--- config.mk ---
export PLATFORM = sky130hd
export DESIGN_NAME = serial_to_parallel_rx
export DESIGN_NICKNAME = d
export VERILOG_FILES = /design/src/rtl/serial_to_parallel_rx_pkg.sv /design/src/rtl/com_detector.sv /design/src/rtl/serial_to_parallel_rx.sv
export SDC_FILE = /design/constraint.sdc
export NUM_CORES = 1
export LEC_CHECK = 0
export BUFFER_PORTS_ARGS = -buffer_cell sky130_fd_sc_hd__buf_2
export CORE_ASPECT_RATIO = 1.2
export CORE_MARGIN = 1
export CORE_UTILIZATION = 45
export CTS_BUF_LIST = sky130_fd_sc_hd__clkbuf_2
export DETAILED_ROUTE_END_ITERATION = 12
export HOLD_SLACK_MARGIN = 0.12
export PLACE_DENSITY_LB_ADDON = 0.05
export SLEW_MARGIN = 0
export SYNTH_ARGS = -nofsm -noshare
export SYNTH_HDL_FRONTEND = slang
export SYNTH_SLANG_ARGS = --single-unit
--- constraint.sdc ---
create_clock -name clk16f -period 1.8 [get_ports clk16f]
set_input_delay 0.36 -clock clk16f [delete_from_list [all_inputs] [get_ports clk16f]]
set_output_delay 0.36 -clock clk16f [all_outputs]
set_load 0.05 [all_outputs]
--- src/rtl/serial_to_parallel_rx_pkg.sv ---
// Shared constants for the serial-to-parallel receiver: byte width, default comma byte, FSM encoding.
package serial_to_parallel_rx_pkg;

  localparam int unsigned BYTE_W = 8;

  localparam logic [BYTE_W-1:0] COM_BYTE_DEF = 8'hBC;

  localparam logic [1:0] ST_SEARCH  = 2'd0;
  localparam logic [1:0] ST_LOCKING = 2'd1;
  localparam logic [1:0] ST_ACTIVE  = 2'd2;

endpackage

--- src/rtl/com_detector.sv ---
// Combinational comma detector: flags when the candidate byte equals the comma byte.
module com_detector
  import serial_to_parallel_rx_pkg::*;
#(
  parameter logic [BYTE_W-1:0] COM_BYTE = COM_BYTE_DEF
) (
  input  logic [BYTE_W-1:0] candidate,
  output logic              is_com_c
);

  assign is_com_c = (candidate == COM_BYTE);

endmodule

--- src/rtl/serial_to_parallel_rx.sv ---
// Serial-to-parallel receiver: aligns on comma bytes, locks after LOCK_COUNT aligned commas,
// then presents each completed non-comma byte on data_out.
module serial_to_parallel_rx
  import serial_to_parallel_rx_pkg::*;
#(
  parameter logic [BYTE_W-1:0] COM_BYTE   = COM_BYTE_DEF,
  parameter int unsigned       LOCK_COUNT = 4
) (
  input  logic              clk16f,
  input  logic              reset,
  input  logic              data_in,
  output logic [BYTE_W-1:0] data_out,
  output logic              valid_out,
  output logic              active,
  output logic              byte_strobe
);

  localparam int unsigned CNT_W = (LOCK_COUNT < 2) ? 1 : $clog2(LOCK_COUNT + 1);

  logic [1:0]        state_q, state_d;
  logic [BYTE_W-1:0] shift_q, shift_d;
  logic [2:0]        bit_cnt_q, bit_cnt_d;
  logic [CNT_W-1:0]  com_cnt_q, com_cnt_d;
  logic [BYTE_W-1:0] data_d;
  logic              valid_d;
  logic              active_d;
  logic              strobe_d;

  logic [BYTE_W-1:0] candidate_c;
  logic              is_com_c;
  logic              boundary_c;
  logic [CNT_W-1:0]  com_cnt_inc_c;

  assign candidate_c   = {shift_q[BYTE_W-2:0], data_in};
  assign boundary_c    = (bit_cnt_q == 3'd7);
  assign com_cnt_inc_c = com_cnt_q + CNT_W'(1);

  com_detector #(
    .COM_BYTE (COM_BYTE)
  ) u_com_detector (
    .candidate (candidate_c),
    .is_com_c  (is_com_c)
  );

  // State register and registered datapath/outputs
  always_ff @(posedge clk16f) begin
    if (reset) begin
      state_q     <= ST_SEARCH;
      shift_q     <= '0;
      bit_cnt_q   <= '0;
      com_cnt_q   <= '0;
      data_out    <= '0;
      valid_out   <= 1'b0;
      active      <= 1'b0;
      byte_strobe <= 1'b0;
    end else begin
      state_q     <= state_d;
      shift_q     <= shift_d;
      bit_cnt_q   <= bit_cnt_d;
      com_cnt_q   <= com_cnt_d;
      data_out    <= data_d;
      valid_out   <= valid_d;
      active      <= active_d;
      byte_strobe <= strobe_d;
    end
  end

  // Next-state and next-output logic
  always_comb begin
    state_d   = state_q;
    shift_d   = candidate_c;
    bit_cnt_d = bit_cnt_q;
    com_cnt_d = com_cnt_q;
    data_d    = data_out;
    valid_d   = valid_out;
    strobe_d  = 1'b0;

    case (state_q)
      ST_SEARCH: begin
        bit_cnt_d = '0;
        if (is_com_c) begin
          // The match cycle itself is the first byte boundary
          strobe_d  = 1'b1;
          com_cnt_d = CNT_W'(1);
          state_d   = (LOCK_COUNT <= 1) ? ST_ACTIVE : ST_LOCKING;
        end
      end

      ST_LOCKING: begin
        bit_cnt_d = bit_cnt_q + 3'd1;
        if (boundary_c) begin
          strobe_d = 1'b1;
          if (is_com_c) begin
            com_cnt_d = com_cnt_inc_c;
            if (com_cnt_inc_c == CNT_W'(LOCK_COUNT)) begin
              state_d = ST_ACTIVE;
            end
          end else begin
            com_cnt_d = '0;
            state_d   = ST_SEARCH;
          end
        end
      end

      ST_ACTIVE: begin
        bit_cnt_d = bit_cnt_q + 3'd1;
        if (boundary_c) begin
          strobe_d = 1'b1;
          if (is_com_c) begin
            valid_d = 1'b0;
          end else begin
            data_d  = candidate_c;
            valid_d = 1'b1;
          end
        end
      end

      default: begin
        state_d   = ST_SEARCH;
        bit_cnt_d = '0;
        com_cnt_d = '0;
      end
    endcase

    active_d = (state_d == ST_ACTIVE);
  end

endmodule
# After elaboration in Yosys (flattened, before gate mapping)
# Cells that the tools add are included.
word_totals:
  reg_bits: 26
  inputBits: 3
  output_inout_bits: 11
  elab_cells: 40
classes:
  addsub: 2
  n_eq_ne: 8
  mux: 13
  bitwise_logic: 3
  n_reduce_logical: 6
ops:
  columns: ["op", "count"]
  rows:
  - ["2-to-1 mux 3 bit", 3]
  - ["one-hot mux 3 bit (3 select lines)", 1]
  - ["== test 8 bit (second input constant)", 1]
  - ["2-to-1 mux 2 bit", 4]
  - ["adder 3 x 1 -> 3 bit (second input constant)", 2]
  - ["== test 3 bit (second input constant)", 2]
  - ["one-hot mux 2 bit (3 select lines)", 1]
  - ["AND reduction 3 bit", 2]
  - ["== test 2 bit (second input constant)", 2]
  - ["inequality test 2 bit (second input constant)", 2]
  - ["OR reduction 2 bit", 2]
  - ["2-to-1 mux 1 bit", 3]
  - ["inverter 1 bit", 3]
  - ["== test 2 x 1 -> 1 bit (second input constant)", 1]
  - ["logical NOT 2 bit", 1]
  - ["one-hot mux 1 bit (2 select lines)", 1]
  - ["AND reduction 2 bit", 1]

# Logic depth before layout (Yosys ltp)
logic_depth:
  depth_word: 7
  ltp_mapped: 7
  depth_no_buf: 6

# Modules after synthesis
# A second synthesis with hierarchy kept.
unflattened:
  cells_unflattened: 113
  area_unflattened_um2: 1072.3
by_module_without_submodules:
  columns: ["module", "n_inst", "cells_each", "area_each_um2"]
  rows:
  - ["serial_to_parallel_rx", 1, 110, 1047.3]
  - ["com_detector", 1, 3, 25.0]

# Worst setup path after synthesis
# No wires, ideal clock.
synth_timing:
  path_type: "flip-flop to flip-flop"
  start: "register bit_cnt_q[0]"
  end: "register state_q[0]"
  setup_time_ps: 117
  arrival_time_ps: 1356
  setup_slack_ps: 328
  stages_incl_launch_ff: 7
  period_less_slack_ps: 1472
  path_cell_list: "dfxtp_1 > ha_1 > ha_1 > nand2_1 > o21a_1 > a211o_1 > and3b_2"
synth_between:
  elab_chain_cells: 3
synth_lines:
  columns: ["item", "line_no", "text"]
  rows:
  - ["start, declared", "serial_to_parallel_rx.sv:22", "logic [2:0] bit_cnt_q, bit_cnt_d;"]
  - ["start signal, assigned", "serial_to_parallel_rx.sv:59", "bit_cnt_q <= bit_cnt_d;"]
  - ["== test 3 bit", "serial_to_parallel_rx.sv:35", "assign boundary_c = (bit_cnt_q == 3'd7);"]
  - ["2-to-1 mux 2 bit", "serial_to_parallel_rx.sv:91", "if (boundary_c) begin"]
  - ["one-hot mux 2 bit (3 select lines)", "serial_to_parallel_rx.sv:78", "case (state_q)"]
  - ["end signal, assigned", "serial_to_parallel_rx.sv:57", "state_q <= state_d;"]
  - ["end, declared", "serial_to_parallel_rx.sv:20", "logic [1:0] state_q, state_d;"]
# Every way passes these cells.
# A chain may end at the register's enable or synchronous reset.

# Worst setup path in the final report
layout_timing:
  start: "register bit_cnt_q[0]"
  end: "register active"
layout_between:
  elab_chain_cells: 4
layout_lines:
  columns: ["item", "line_no", "text"]
  rows:
  - ["== test 3 bit", "serial_to_parallel_rx.sv:35", null]
  - ["2-to-1 mux 2 bit", "serial_to_parallel_rx.sv:91", null]
  - ["one-hot mux 2 bit (3 select lines)", "serial_to_parallel_rx.sv:78", null]
  - ["== test 2 bit", "serial_to_parallel_rx.sv:125", "active_d = (state_d == ST_ACTIVE);"]
  - ["end signal, assigned", "serial_to_parallel_rx.sv:63", "active <= active_d;"]
  - ["end, declared", "serial_to_parallel_rx.sv:14", "output logic active,"]
# Every way passes these cells.

==> impl_summary.log <==
[metrics] total wire length after detailed routing: ~1.8 mm
[metrics] residual overflow from global routing: 0
[metrics] number of H-tree levels: 1
[metrics] Hold Violations, Final: 0
[metrics] capturing element type of the critical path: register
[metrics] Post-Place Cells: between 100 and 150
[metrics] Data required, critical path: between 2 and 2.5 ns
[metrics] Crit Path Class: reg2reg
[metrics] type of element launching the critical path: register
[metrics] power density cells: approximately 670 nW/um^2
[metrics] transition time at the pin with the least slew margin: slightly above 0.4 ns
[metrics] Placement Rows: 19
[metrics] Layout Cell Area excl Fill: between 1000 and 1500 sq um
[metrics] Total Neg Setup Slack: 0 ns
[metrics] clock slew at reported path FFs: 0.23 ns
[metrics] leading cell type in the layout, fill and taps excluded: sky130_fd_sc_hd__dfxtp_1
[metrics] Vias per Instance: just over 5
[metrics] post-CTS setup-driven buffer insertion count: 0
[metrics] via count of the first global-routing pass: 710
[metrics] number of clock buffers inserted by TritonCTS: 3
[metrics] clock period minus final worst setup slack: around 1.6 ns
[metrics] residual antenna-violating net count after detailed routing: 0
[metrics] core area: between 2000 and 2500 sq um
[metrics] Max-Slew Margin vs Limit: between 70 and 80%
[metrics] leakage power summed over all cells: ~0.0005 uW
[metrics] Clock Sink Count: 26
[metrics] global-route wire length before repair: 2.97 mm
[metrics] worst clock skew on the final layout: 0.0151 ns
[metrics] clock latency reported for the late side of the worst-skew pair: roughly 0.33 ns
[metrics] P&R area growth vs syn: 10.5%
[metrics] Residual DRC: 0
[metrics] length of the first detailed-routing pass in iterations: 4
[metrics] share of the synthesized area in the top cell type: 48.0%
[metrics] largest net degree at the start of global routing: 25
[metrics] Placer Congestion: ~0.8
[metrics] library cell used as clock root buffer: sky130_fd_sc_hd__clkbuf_2
[metrics] Crit path arrival time: roughly 1.9 ns
[metrics] max-slew violations: 0
[metrics] Die Outline Area: roughly 2600 sq um
[metrics] highest attainable clock frequency: 616 MHz
[metrics] highest net fanout along the worst path: 4
[metrics] effective utilization at floorplan: 47.5%
[metrics] hold buffer count at cts: 0
[metrics] synthesized flop and latch total: 26
[metrics] top library cells by usage in the layout, fill and taps aside: 26 x sky130_fd_sc_hd__dfxtp_1, 13 x sky130_fd_sc_hd__buf_2, 9 x sky130_fd_sc_hd__a21oi_1, 9 x sky130_fd_sc_hd__nor2_1
[metrics] synth top area cells: sky130_fd_sc_hd__dfxtp_1 48%, sky130_fd_sc_hd__ha_1 9.2%, sky130_fd_sc_hd__mux2i_1 7.4%
[metrics] cts repair resizes: 0
[metrics] area of the mapped netlist: ~1100 sq um
[metrics] number of warnings printed during yosys synthesis: 0
[metrics] number of nets at the end of the flow: about 130
[metrics] Synth Net Count: approximately 120
[metrics] result of the run: complete, no violations
[metrics] DR WL/cell: 11.9 microns
[metrics] Post-Synthesis Cells: between 100 and 150
[metrics] clock tree from TritonCTS: done
[metrics] number of max-cap violations: 0
[metrics] Max Buffers Root-to-Sink: 2
[metrics] I/O pins: 14
[metrics] Via Count: between 700 and 800
[metrics] number of filler cells placed in the layout: 230
[metrics] area post-placement: ~1200 sq um
[metrics] overall track demand over capacity in global routing: between 10% and 20%
[metrics] Die Ht: 55.8 microns
[metrics] count of routing violations after the opening detailed-route iteration: 14
[metrics] post-layout instance count excluding filler cells: 150
[metrics] sequential area share after synthesis: approximately 48%
[metrics] Post-Syn Area per Cell: approximately 10 sq um
[metrics] DIE WIDTH: ~47 microns
[metrics] count of different cell masters after synthesis: 31
[metrics] Antenna diodes: 0
[metrics] Final period util: 90.2%
[metrics] fraction of final layout cells sized beyond drive strength 1: a little under a fifth
[metrics] antenna violations before repair: 0
[metrics] unrepaired setup endpoints after global routing: no
[metrics] Min-Delay Path Class: in2reg
[metrics] total of endpoints with negative setup slack in the final report: 0
[metrics] cell accounting for the most synthesized area: sky130_fd_sc_hd__dfxtp_1
[metrics] Buffers on Ports: 13
[metrics] detailed placer's ending HPWL: between 1 and 1.5 mm
[metrics] maximum ir drop on the vdd rail: 0.513 mV
area by class of cell:
class	instances	area, sq um	share of cell area, %
Clock buffer	3	15.0	1.25
Clock inverter	1	3.75	0.313
Inverter	3	11.3	0.939
Multi-Input combinational cell	72	537	44.8
Sequential cell	26	520	43.4
Tap cell	31	38.8	3.24
Timing Repair Buffer	14	72.6	6.05
through the flow:
stage          power [uW]  setup slack, ns  hold WS [ns]  utilization, %
2_1_floorplan         605            0.328         0.405               -
3_3_place_gp          611            0.215         0.418            51.7
3_5_place_dp          611            0.197         0.425            51.7
4_1_cts               820            0.154         0.264            52.5
5_1_grt               841           0.0816         0.235            52.5
6_report              805            0.176         0.283            52.5
state kept, by name, indices dropped and copies added, names as in the netlist:
signal	cells
shift_q	7
com_cnt_q	3
active	1
bit_cnt_q	3
data_out	8
valid_out	1
state_q	2
byte_strobe	1
per-layer routing:
layer  vias up  global-route usage [%]  part of all wire, %
met5         -                       0                    0
met4         0                    6.12                 0.89
met3         2                    3.90                  2.1
met2         6                    25.0                   49
met1       355                    19.5                   48
li1        395                       -                    -
worst max-delay path: stages (launching register included):
cell and delay [ns]:
sky130_fd_sc_hd__dfxtp_1 0.38, sky130_fd_sc_hd__ha_1 0.15, sky130_fd_sc_hd__ha_1 0.22, sky130_fd_sc_hd__nand2_1 0.09, sky130_fd_sc_hd__o21a_1 0.18, sky130_fd_sc_hd__a211o_1 0.31
sky130_fd_sc_hd__a221oi_2 0.23
cell usage after synthesis, drive strengths merged:
cell type and instances:
a21boi 1, and2 1, ha 8, a211oi 1
and3b 3, inv 3, nor3 1, nand4b 1
dfxtp 26, nor2 9, and4 1, or2 1
a221oi 1, a21o 2, o21ai 3, a21oi 9
nor2b 8, nand3 2, nand2 3, xnor2 1
buf 1, nor4b 1, o21a 1, a211o 1
clkbuf 3, and2b 1, nand4 2, a31oi 1
mux2i 8, nor3b 1
worst paths after layout:
path | from | end | slack (ns) | depth (start not counted)
worst min-delay path | data_in | shift_q[0] | 0.28 | 2
worst max-delay path | bit_cnt_q[0] | active | 0.18 | 6
worst min register to register | bit_cnt_q[0] | bit_cnt_q[0] | 0.44 | 1
worst max register to register | bit_cnt_q[0] | active | 0.18 | 6
kinds of logic (layout without fill, tap and decap cells):
group | after synthesis | in the layout | synth area share, %
xor gates and xnor gates | 1 | 1 | 0.808
DFF | 26 | 26 | 48.0
adders and majority gates | 8 | 8 | 9.23
AOI/OAI and AO/OA | 20 | 20 | 11.8
and+or+nand+nor | 35 | 35 | 20.3
buffers and inverters | 7 | 21 | 2.54
muxes | 8 | 8 | 7.38
power by group:
part	internal [uW]	switching (uW)	total, uW
Combinational	5.52	10.8	16.4
Clock	48.3	157	205
Sequential	581	3.07	584
Total	635	171	805
No activity file was read; power rests on OpenSTA's default activity.
